[config.mk]
export PLATFORM = sky130hd
export DESIGN_NAME = display_arbiter
export DESIGN_NICKNAME = d
export VERILOG_FILES = /design/src/rtl/display_arbiter_pkg.sv /design/src/rtl/display_arbiter_rr_pick.sv /design/src/rtl/display_arbiter.sv
export SDC_FILE = /design/constraint.sdc
export NUM_CORES = 1
export LEC_CHECK = 0
export ABC_AREA = 1
export CORE_MARGIN = 5
export CORE_UTILIZATION = 55
export CTS_BUF_LIST = sky130_fd_sc_hd__clkbuf_4 sky130_fd_sc_hd__clkbuf_8
export DETAILED_ROUTE_END_ITERATION = 16
export HOLD_SLACK_MARGIN = 0.02
export PLACE_DENSITY = 0.91
export SYNTH_ARGS = -nofsm -noshare
export SYNTH_HDL_FRONTEND = slang
export SYNTH_SLANG_ARGS = --single-unit
export TNS_END_PERCENT = 100
[constraint.sdc]
create_clock -name clk -period 4.8 [get_ports clk]
set_input_delay 0.96 -clock clk [delete_from_list [all_inputs] [get_ports clk]]
set_output_delay 0.96 -clock clk [all_outputs]
set_load 0.05 [all_outputs]
[src/rtl/display_arbiter_pkg.sv]
// Shared types and helpers for the seven-segment display arbiter.
// The rotating search is sized for the largest supported requester count.
package display_pkg;

  localparam int DISP_W = 16;
  localparam int MAX_N  = 8;

  typedef enum logic {
    ST_IDLE = 1'b0,
    ST_OWN  = 1'b1
  } state_t;

  // First set bit of req[0..n-1], searching start, start+1, ... wrapping mod n.
  function automatic logic rr_first(
    input  logic [MAX_N-1:0] req,
    input  int               start,
    input  int               n,
    output int               idx
  );
    logic found;
    int   j;
    found = 1'b0;
    idx   = 0;
    for (int k = 0; k < MAX_N; k++) begin
      if (k < n && !found) begin
        j = (start + k) % n;
        if (req[j]) begin
          found = 1'b1;
          idx   = j;
        end
      end
    end
    return found;
  endfunction

endpackage

[src/rtl/display_arbiter_rr_pick.sv]
// Combinational round-robin picker: first requester at or after i_ptr,
// ignoring any requester set in i_excl.
module rr_pick
  import display_pkg::*;
#(
  parameter int N  = 3,
  parameter int PW = 2
) (
  input  logic [N-1:0]  i_req,
  input  logic [PW-1:0] i_ptr,
  input  logic [N-1:0]  i_excl,
  output logic [PW-1:0] o_idx,
  output logic          o_found
);

  logic [MAX_N-1:0] w_req8;
  int               w_idx_int;

  assign w_req8 = MAX_N'(i_req & ~i_excl);

  always_comb begin
    w_idx_int = 0;
    o_found   = rr_first(w_req8, int'(i_ptr), N, w_idx_int);
    o_idx     = PW'(w_idx_int);
  end

endmodule

[src/rtl/display_arbiter.sv]
// Shares one 4-digit seven-segment display between N requesters using
// round-robin arbitration with a minimum dwell per grant.
module display_arbiter
  import display_pkg::*;
#(
  parameter int N     = 3,
  parameter int DWELL = 50_000_000,
  parameter int CW    = 32
) (
  input  logic                  clk,
  input  logic                  rst_n,
  input  logic [N-1:0]          req,
  input  logic [DISP_W*N-1:0]   req_data,
  input  logic                  lock,
  output logic [N-1:0]          grant,
  output logic [DISP_W-1:0]     disp_data,
  output logic                  switch_pulse
);

  localparam int            PW       = $clog2(N);
  localparam logic [CW-1:0] DWELL_M1 = CW'(DWELL - 1);

  state_t            r_state;
  logic [PW-1:0]     r_ptr;
  logic [PW-1:0]     r_owner;
  logic [CW-1:0]     r_cnt;
  logic [N-1:0]      r_grant;
  logic [DISP_W-1:0] r_disp;
  logic              r_pulse;

  logic [DISP_W-1:0] w_words [N];
  logic [PW-1:0]     w_pick;
  logic              w_found;
  logic [PW-1:0]     w_nxt_ptr;
  logic [N-1:0]      w_onehot;
  logic              w_own_req;

  for (genvar g = 0; g < N; g++) begin : g_words
    assign w_words[g] = req_data[g*DISP_W +: DISP_W];
  end

  // In IDLE r_grant is zero, so excluding it only matters while someone owns.
  rr_pick #(
    .N  (N),
    .PW (PW)
  ) u_pick (
    .i_req   (req),
    .i_ptr   (r_ptr),
    .i_excl  (r_grant),
    .o_idx   (w_pick),
    .o_found (w_found)
  );

  assign w_nxt_ptr = (w_pick == PW'(N - 1)) ? '0 : w_pick + 1'b1;
  assign w_onehot  = N'(1) << w_pick;
  assign w_own_req = req[r_owner];

  always_ff @(posedge clk) begin
    if (!rst_n) begin
      r_state <= ST_IDLE;
      r_ptr   <= '0;
      r_owner <= '0;
      r_cnt   <= '0;
      r_grant <= '0;
      r_disp  <= '0;
      r_pulse <= 1'b0;
    end else begin
      r_pulse <= 1'b0;
      case (r_state)
        ST_IDLE: begin
          if (w_found) begin
            r_state <= ST_OWN;
            r_grant <= w_onehot;
            r_owner <= w_pick;
            r_ptr   <= w_nxt_ptr;
            r_cnt   <= '0;
            r_pulse <= 1'b1;
          end
        end
        ST_OWN: begin
          // Release wins over expiry; the display keeps the last word sampled.
          if (!w_own_req) begin
            r_state <= ST_IDLE;
            r_grant <= '0;
            r_cnt   <= '0;
          end else begin
            r_disp <= w_words[r_owner];
            if (r_cnt == DWELL_M1) begin
              r_cnt <= '0;
              if (!lock && w_found) begin
                r_grant <= w_onehot;
                r_owner <= w_pick;
                r_ptr   <= w_nxt_ptr;
                r_pulse <= 1'b1;
              end
            end else begin
              r_cnt <= r_cnt + 1'b1;
            end
          end
        end
        default: r_state <= ST_IDLE;
      endcase
    end
  end

  assign grant        = r_grant;
  assign disp_data    = r_disp;
  assign switch_pulse = r_pulse;

endmodule

==> impl_results.md, run 1 <==
* Xor-xnor portion of the synthesized cell area at 0.9873%
* Worst IR Drop VDD at roughly 430 uV
* Remaining number of nets flagged by the antenna check after routing at 0
* Wirelength, routed at 9862 um
* Starting density of the core at roughly 56%
* Count of buffers inserted at the top-level ports at 73
* Post-synthesis register bit count at 57
* Hold bufs inserted after CTS at 0
* Top area cells in the synthesized netlist: dfxtp_1, nand2_1, nor2_1
* CTS clk-pin slew, worst paths at 0.07 ns
* Internal power contribution at about 1100 uW
* Reg-to-reg startpoint: r_owner[1]$_SDFFE_PN0P_
* Die footprint at 0.008158 sq mm
* Combinational group share of total power at around 48%
* Cell depth of the worst min-delay path at 2
* Share of Yosys cell area claimed by the top area cell type at 32.16%
* Buffer cell driving the clock tree root: clkbuf_8
* Net total in the final layout at around 680
* Crit path launch type: primary input
* Reg2reg end: r_cnt[15]$_SDFFE_PN0P_
* Maximum number of pins on one net before global-route repair at 36
* Num rows at 29
* Fraction of layout instances using a drive strength above 1 at between 8 and 9%
* Reg-to-reg slack, setup at about 2.0 ns
* Cell area after technology mapping at about 0.0035 sq mm
* Total congestion overflow at 0
* Clock net sink count at 57
* Synthesized-area fraction occupied by ao, oa, aoi and oai cells at 15.06%
* Data required time of the critical path at 5.01 ns
* Global-route usage over all layers at 24.36%
* RSZ-0062 raised after global routing: no
* Die X at 90.32 um
* Routed via count at ~3900
* Antenna violations before repair at 0
* Diodes inserted at 0
* Maximum buffer depth of the clock tree at 2
* Commonest cells in the netlist: nand2_1, nor2_1, dfxtp_1
* Pleak at 0.001697 uW
* Clock latency at the later pin of the worst-skew pair at between 0.3 and 0.4 ns
* Critical path class: primary input to flip-flop
* Combined flip-flop and latch cell area at 0.001141 sq mm
* Number of cells produced by synthesis at around 560
* Crit path arrival time at slightly above 3 ns
* Post-route clock skew at 0.008396 ns
* Via density per instance at 5.541
* Post-DP HPWL at ~7500 um
* Achievable Freq at roughly 350 MHz
* Clock tree from TritonCTS: built
* Total power density per cell area at roughly 470 mW/mm^2
* Gates resized, CTS repair at 0
* Accumulated negative setup slack at 0 ns
* Slew HR at about half
* Height of the chip at roughly 90 um
* Proportion of synthesized area in mux cells at 0%
* Worst reg-to-reg path cell count at 10
* Post-synth EDFFs at 0
* Fraction of the mapped netlist area in adder cells at roughly 2.5%
* Commonest register cell after synthesis: dfxtp_1
* Maxcap violations at 0
* Final hold violation count at 0
* Wirelength per Cell at about 14 um
* Worst min-delay path class: flip-flop to flip-flop
* Vias in the first global route at 3829
* Minimum setup slack after placement at between 1.5 and 2 ns
* Most area-hungry cell type in the Yosys netlist: dfxtp_1
* Setup Fix Bufs, Post-CTS at 0
* Fraction of the mapped netlist area in simple logic gates at between 30 and 40%
* Worst Hold End: r_cnt[27]$_SDFFE_PN0P_
* Share of the yosys chip area belonging to registers at around 32%
* Clock share of power at 21.7%
* Seq pwr share at between 30% and 40%
* Most numerous cell in the Yosys netlist: nand2_1
* Cell count after placement at ~690
* Core Footprint at about 0.0063 sq mm
* H-tree depth at 3
* Number of DRC markers after the initial detailed-route iteration at just over 300
* Largest family of logic cells by synthesized area: simple AND/OR/NAND/NOR gates
* Portion of the clock cycle consumed by the worst path in the final layout at 59.80%
* Category of the worst setup path capture point: flip-flop
* Synth warn at 0
* Growth of design area from synthesis to finish at 26.02%
* Drt drc at 0
* Startpoint of the lowest-slack hold path: r_cnt[27]$_SDFFE_PN0P_
* Status: complete, no violations
* Minimum period implied by the final worst setup slack at between 2 and 3 ns
* Crit path max fanout at 35
* Share of flip-flops with an asynchronous set or reset at 0%
* Synthesized area per cell at 6.371 sq um
* Total of endpoints with negative setup slack in the final report at 0
* Final cell count without fillers at slightly above 700
* Final core utilization at between 70% and 80%
* Total area of multi-input combinational cells at 0.002074 sq mm
* I/O pin count at between 70 and 80
* Wire length of the first global-routing pass at 16590 um
* Final RePlAce weighted congestion at 0.9328
* Number of clock buffers inserted by TritonCTS at 9
* Worst Setup Slack, final at 1.930 ns
* Post-synth net total at between 600 and 700
* Final Max Tran Viols at 0
* Netlist cell types at 37
* Switching portion of total power at 47.46%
* TritonRoute pass-1 iters at 5
* Actual slew at the worst max-slew pin at ~0.77 ns
* Switching power of the nets at 1005 uW
* Number of inserted filler cells in the final layout at a little over 500
per-layer routing:
layer	up-vias	routed length [um]	track usage, %
li1	1945	-	-
met1	1713	3847	26.63
met4	0	325	10.79
met3	33	962	7.500
met2	210	4728	42.99
met5	-	0	0
metrics by stage:
stage	power [uW]	hold WS, ns	area, sq um
after floorplan	1407	0.4564	3548
after global placement	1625	0.4815	4268
final	2117	0.5028	4472
after CTS	2116	0.5011	4472
after global routing	2257	0.5356	4472
after detailed placement	1653	0.4912	4268
state kept, by name, summed over array words and instances (netlist names):
signal,cells
r_cnt,32
disp_data,16
grant,3
r_owner,2
r_ptr,2
r_state,1
switch_pulse,1
worst max path at each step:
stage                             endpoint                     from  depth (start not counted)
floorplan            r_cnt[9]$_SDFFE_PN0P_                   req[2]                         12
global placement     r_cnt[3]$_SDFFE_PN0P_                   req[1]                         11
detailed placement  r_cnt[15]$_SDFFE_PN0P_                   req[1]                         11
CTS                 r_cnt[15]$_SDFFE_PN0P_                   req[1]                         11
global route        r_cnt[15]$_SDFFE_PN0P_  r_owner[1]$_SDFFE_PN0P_                         10
finish              r_cnt[15]$_SDFFE_PN0P_                   req[1]                         11
kinds of logic (layout without fill, tap and decap cells):
kind of cell	Yosys count	count (layout)
AOI/OAI and AO/OA	92	92
xor gates and xnor gates	4	4
adders and majority gates	7	7
DFF	57	57
buffers and inverters	78	148
and+or+nand+nor	319	319
cell usage in the layout, fill, tap and decap left out, types with 2 or more instances in the layout:
cell type	n
nor3_2	3
and3_1	3
ha_1	7
nor2_4	3
or2_2	2
clkinv_4	3
xor2_1	3
nand3_2	3
nand2_1	142
nor2_1	89
nor3_1	15
o21ai_0	41
a21oi_2	7
a31oi_1	16
nor2_2	8
dfxtp_1	57
a21oi_1	21
nand4_1	17
inv_2	6
clkbuf_8	9
clkinvlp_4	2
nand3_1	30
inv_1	52
clkdlybuf4s50_1	73
critical path, stage by stage:
cell	delay (ns)
clkdlybuf4s50_1	0.42
inv_1	0.08
nand2_1	0.06
o211ai_2	0.09
nand2_1	0.28
nand2_1	0.16
inv_2	0.20
nand2_4	0.15
inv_2	0.06
o21ai_4	0.51
nor3b_1	0.11
power by group through the flow:
| stage | Combinational (uW) | Sequential [uW] | Clock [uW] |
|---|---|---|---|
| after floorplan | 617 | 790 | 0 |
| after global placement | 979 | 647 | 0 |
| after detailed placement | 1000 | 648 | 0 |
| after CTS | 1010 | 640 | 466 |
| after global routing | 1120 | 653 | 486 |
| final | 1020 | 643 | 459 |
final cells by class:
cell class	count	share of cell area (%)
Timing Repair Buffer	74	16.51
Inverter	58	4.868
Tap cell	77	2.154
Clock inverter	7	1.791
Sequential cell	57	25.52
Clock buffer	9	2.770
Multi-Input combinational cell	422	46.39
No activity file was read; power rests on OpenSTA's default activity.
==> run 2: changes to the inputs <==
--- a/config.mk
+++ b/config.mk
@@ -7,11 +7,11 @@
 export LEC_CHECK = 0
 export ABC_AREA = 1
 export CORE_MARGIN = 5
-export CORE_UTILIZATION = 55
+export CORE_UTILIZATION = 48
 export CTS_BUF_LIST = sky130_fd_sc_hd__clkbuf_4 sky130_fd_sc_hd__clkbuf_8
 export DETAILED_ROUTE_END_ITERATION = 16
 export HOLD_SLACK_MARGIN = 0.02
-export PLACE_DENSITY = 0.91
+export PLACE_DENSITY = 0.85
 export SYNTH_ARGS = -nofsm -noshare
 export SYNTH_HDL_FRONTEND = slang
 export SYNTH_SLANG_ARGS = --single-unit
==> constraint.sdc (replaced) <==
create_clock -name clk -period 2.4 [get_ports clk]
set_input_delay 0.48 -clock clk [delete_from_list [all_inputs] [get_ports clk]]
set_output_delay 0.48 -clock clk [all_outputs]
set_load 0.05 [all_outputs]
==> run 2 against run 1 <==
Against the previous run:
- critical path depth up 2
- via count up 2.1%
- global-route usage down 1.2 points
- hold slack worse by 0.0086 ns
- sequential share of layout area down 0.95 points
- non-clock buffer count up 15
- register-to-register slack worse by 1.8 ns
- clock skew about the same
- final cell count up 5.4%
==> impl_results.md, run 2 (synthesis results as in run 1) <==
* Achievable Freq at approximately 450 MHz
* Maximum single-stage delay on the critical path at 0.38 ns (-0.13 ns)
* Routed via count at 3984 (+2.1%)
* Worst min-delay path class: flip-flop to flip-flop
* Final hold violation count at 0 (unchanged)
* Startpoint of the lowest-slack hold path: grant[0]$_SDFFE_PN0P_
* Overall power consumption at 4489 uW (+110%)
* Number of DRC markers after the initial detailed-route iteration at 199 (-36%)
* Clock net sink count at 57 (unchanged)
* Minimum period implied by the final worst setup slack at 2.215 ns
* Antenna violations before repair at 0 (unchanged)
* TritonRoute pass-1 iters at 5 (unchanged)
* Slew HR at 64.35% (+16 points)
* Worst IR Drop VDD at 770.2 uV (+78%)
* Drt drc at 0 (unchanged)
* Maximum number of pins on one net before global-route repair at 34 (-5.6%)
* Hold bufs inserted after CTS at 0 (unchanged)
* Portion of the clock cycle consumed by the worst path in the final layout at between 90% and 100%
* Via density per instance at 5.369 (-3.1%)
* Reg-to-reg startpoint: r_ptr[0]$_SDFFE_PN0P_
* Total area of multi-input combinational cells at 0.002107 sq mm (+1.6%)
* Number of inserted filler cells in the final layout at 644 (+26%)
* Minimum setup slack after placement at -0.04672 ns (-1.624 ns)
* Post-detailed-placement cell area at 0.004398 sq mm (+3.0%)
* Height of the chip at 95.98 um (+6.3%)
* Final Max Tran Viols at 0 (unchanged)
* Buffer cell driving the clock tree root: clkbuf_8
* Clock latency at the later pin of the worst-skew pair at 0.35 ns (about the same)
* CP max stage cell: dfxtp_2
* Count of buffers inserted at the top-level ports at 73 (unchanged)
* Num rows at 31 (+6.9%)
* Worst Setup Slack, final at 0.1855 ns (-1.744 ns)
* Fraction of layout instances using a drive strength above 1 at 11.35% (+2.9 points)
* Core Footprint at 0.007214 sq mm (+14%)
* CTS clk-pin slew, worst paths at 0.07 ns (about the same)
* Crit path arrival time at 2.46 ns (-0.62 ns)
* Final RePlAce weighted congestion at 0.9327 (about the same)
* Growth of design area from synthesis to finish at 31.17%
* Starting density of the core at 49.18% (-7.0 points)
* Most numerous cell on the critical path: nand2_1
* Number of clock buffers inserted by TritonCTS at 9 (unchanged)
* Critical path cell sequence: inv_1, ha_1, inv_1, o21ai_0, nand3_1, nand2_1, inv_2, nand3_2, nand2_1, nor2_1, nand2_1, nand2_1, nor2_1
* Wirelength per Cell at 13.87 um (-0.97%)
* Post-route clock skew at 0.008736 ns (+0.0003398 ns)
* Die footprint at 0.009212 sq mm (+13%)
* Leading cell type in the layout, fill and taps excluded: nand2_1
* H-tree depth at 3 (unchanged)
* Remaining number of nets flagged by the antenna check after routing at 0 (unchanged)
* Wire length of the first global-routing pass at 16850 um (+1.5%)
* Global-route usage over all layers at 23.12% (-1.2 points)
* Maxcap violations at 0 (unchanged)
* Net total in the final layout at 699 (+2.3%)
* Total non-filler cell area in the finished layout at 0.004654 sq mm (+4.1%)
* Critical path class: flip-flop to flip-flop
* Status: complete, no violations
* Largest reg by FF count: r_cnt
* Crit path max fanout at 7 (-80%)
* Max reg flops at 32 (unchanged)
* I/O pin count at 74 (unchanged)
* Total congestion overflow at 0 (unchanged)
* Data required time of the critical path at 2.65 ns (-2.36 ns)
* Wirelength, routed at 10290 um (+4.4%)
* Final core utilization at 64.52% (-6.3 points)
* Diodes inserted at 0 (unchanged)
* Vias in the first global route at 3821 (-0.21%)
* Maximum buffer depth of the clock tree at 2 (unchanged)
* Clock tree from TritonCTS: built
* Actual slew at the worst max-slew pin at 0.5331 ns (-0.2376 ns)
* Total of endpoints with negative setup slack in the final report at 0 (unchanged)
* Die X at 95.98 um (+6.3%)
* Category of the worst setup path capture point: flip-flop
* Top library cells by usage in the layout, fill and taps aside: nand2_1, nor2_1, clkdlybuf4s50_1
* Crit path launch: r_ptr[0]$_SDFFE_PN0P_
* Crit path launch type: flip-flop
* Combined flip-flop and latch cell area at 0.001144 sq mm (+0.22%)
* Total power density per cell area at 964.5 mW/mm^2 (+100%)
* Worst hold slack at 0.4942 ns (-0.008580 ns)
* Post-DP HPWL at 7806 um (+4.6%)
* Pleak at 0.001781 uW (+4.9%)
[run 2: cell types whose count changed in the layout (fill, tap and decap cells not counted), sizes merged]
cell,delta
clkinvlp,+1
buf,+15
inv,-1
nand3,+1
[run 2: area by class of cell]
class,instances,area share [%]
inverter,58,4.677
clock buffer,9,2.661
tap,99,2.661
clock inverter,7,1.532
multi-input combinational,423,45.27
sequential,57,24.57
timing repair buffer,89,18.63
[run 2: metal layers]
metal | wire (um) | vias up | GRT usage, %
li1 | - | 1981 | -
met1 | 4059 | 1808 | 25.44
met2 | 5125 | 165 | 40.25
met3 | 831 | 30 | 8.288
met4 | 277 | 0 | 9.123
met5 | 0 | - | 0
[run 2: repair_timing]
action                                  4_1_cts  5_1_grt
endpoints found under the setup margin        1       23
buffers inserted                              0        3
cloned                                        0        1
gates resized for setup                       1        6
pin swaps                                     0        1
[run 2: metrics by stage]
step / setup TNS [ns] / instances
2_1_floorplan: 0 / 557
3_3_place_gp: 0 / 722
3_5_place_dp: -0.05011 / 722
4_1_cts: 0 / 738
5_1_grt: -0.005530 / 742
6_report: 0 / 742
[run 2: power breakdown]
group	switching [uW]	total, uW	internal (uW)
sequential	130	1230	1100
combinational	1560	2360	801
clock	417	893	476
total	2110	4490	2380
[run 2: final timing paths]
kind	to	slack (ns)	depth (start not counted)
worst max register to register	r_cnt[9]$_SDFFE_PN0P_	0.19	13
worst min register to register	grant[0]$_SDFFE_PN0P_	0.49	2
worst min-delay path	grant[0]$_SDFFE_PN0P_	0.49	2
worst max-delay path	r_cnt[9]$_SDFFE_PN0P_	0.19	13
[run 2: worst max-delay path: cells and delay by family, from the launching register on]
| kind | cells | cell delay (ns) |
|---|---|---|
| AOI/OAI and AO/OA | 1 | 0.23 |
| DFF | 1 | 0.38 |
| buffers and inverters | 3 | 0.27 |
| adders and majority gates | 1 | 0.34 |
| and+or+nand+nor | 8 | 0.89 |
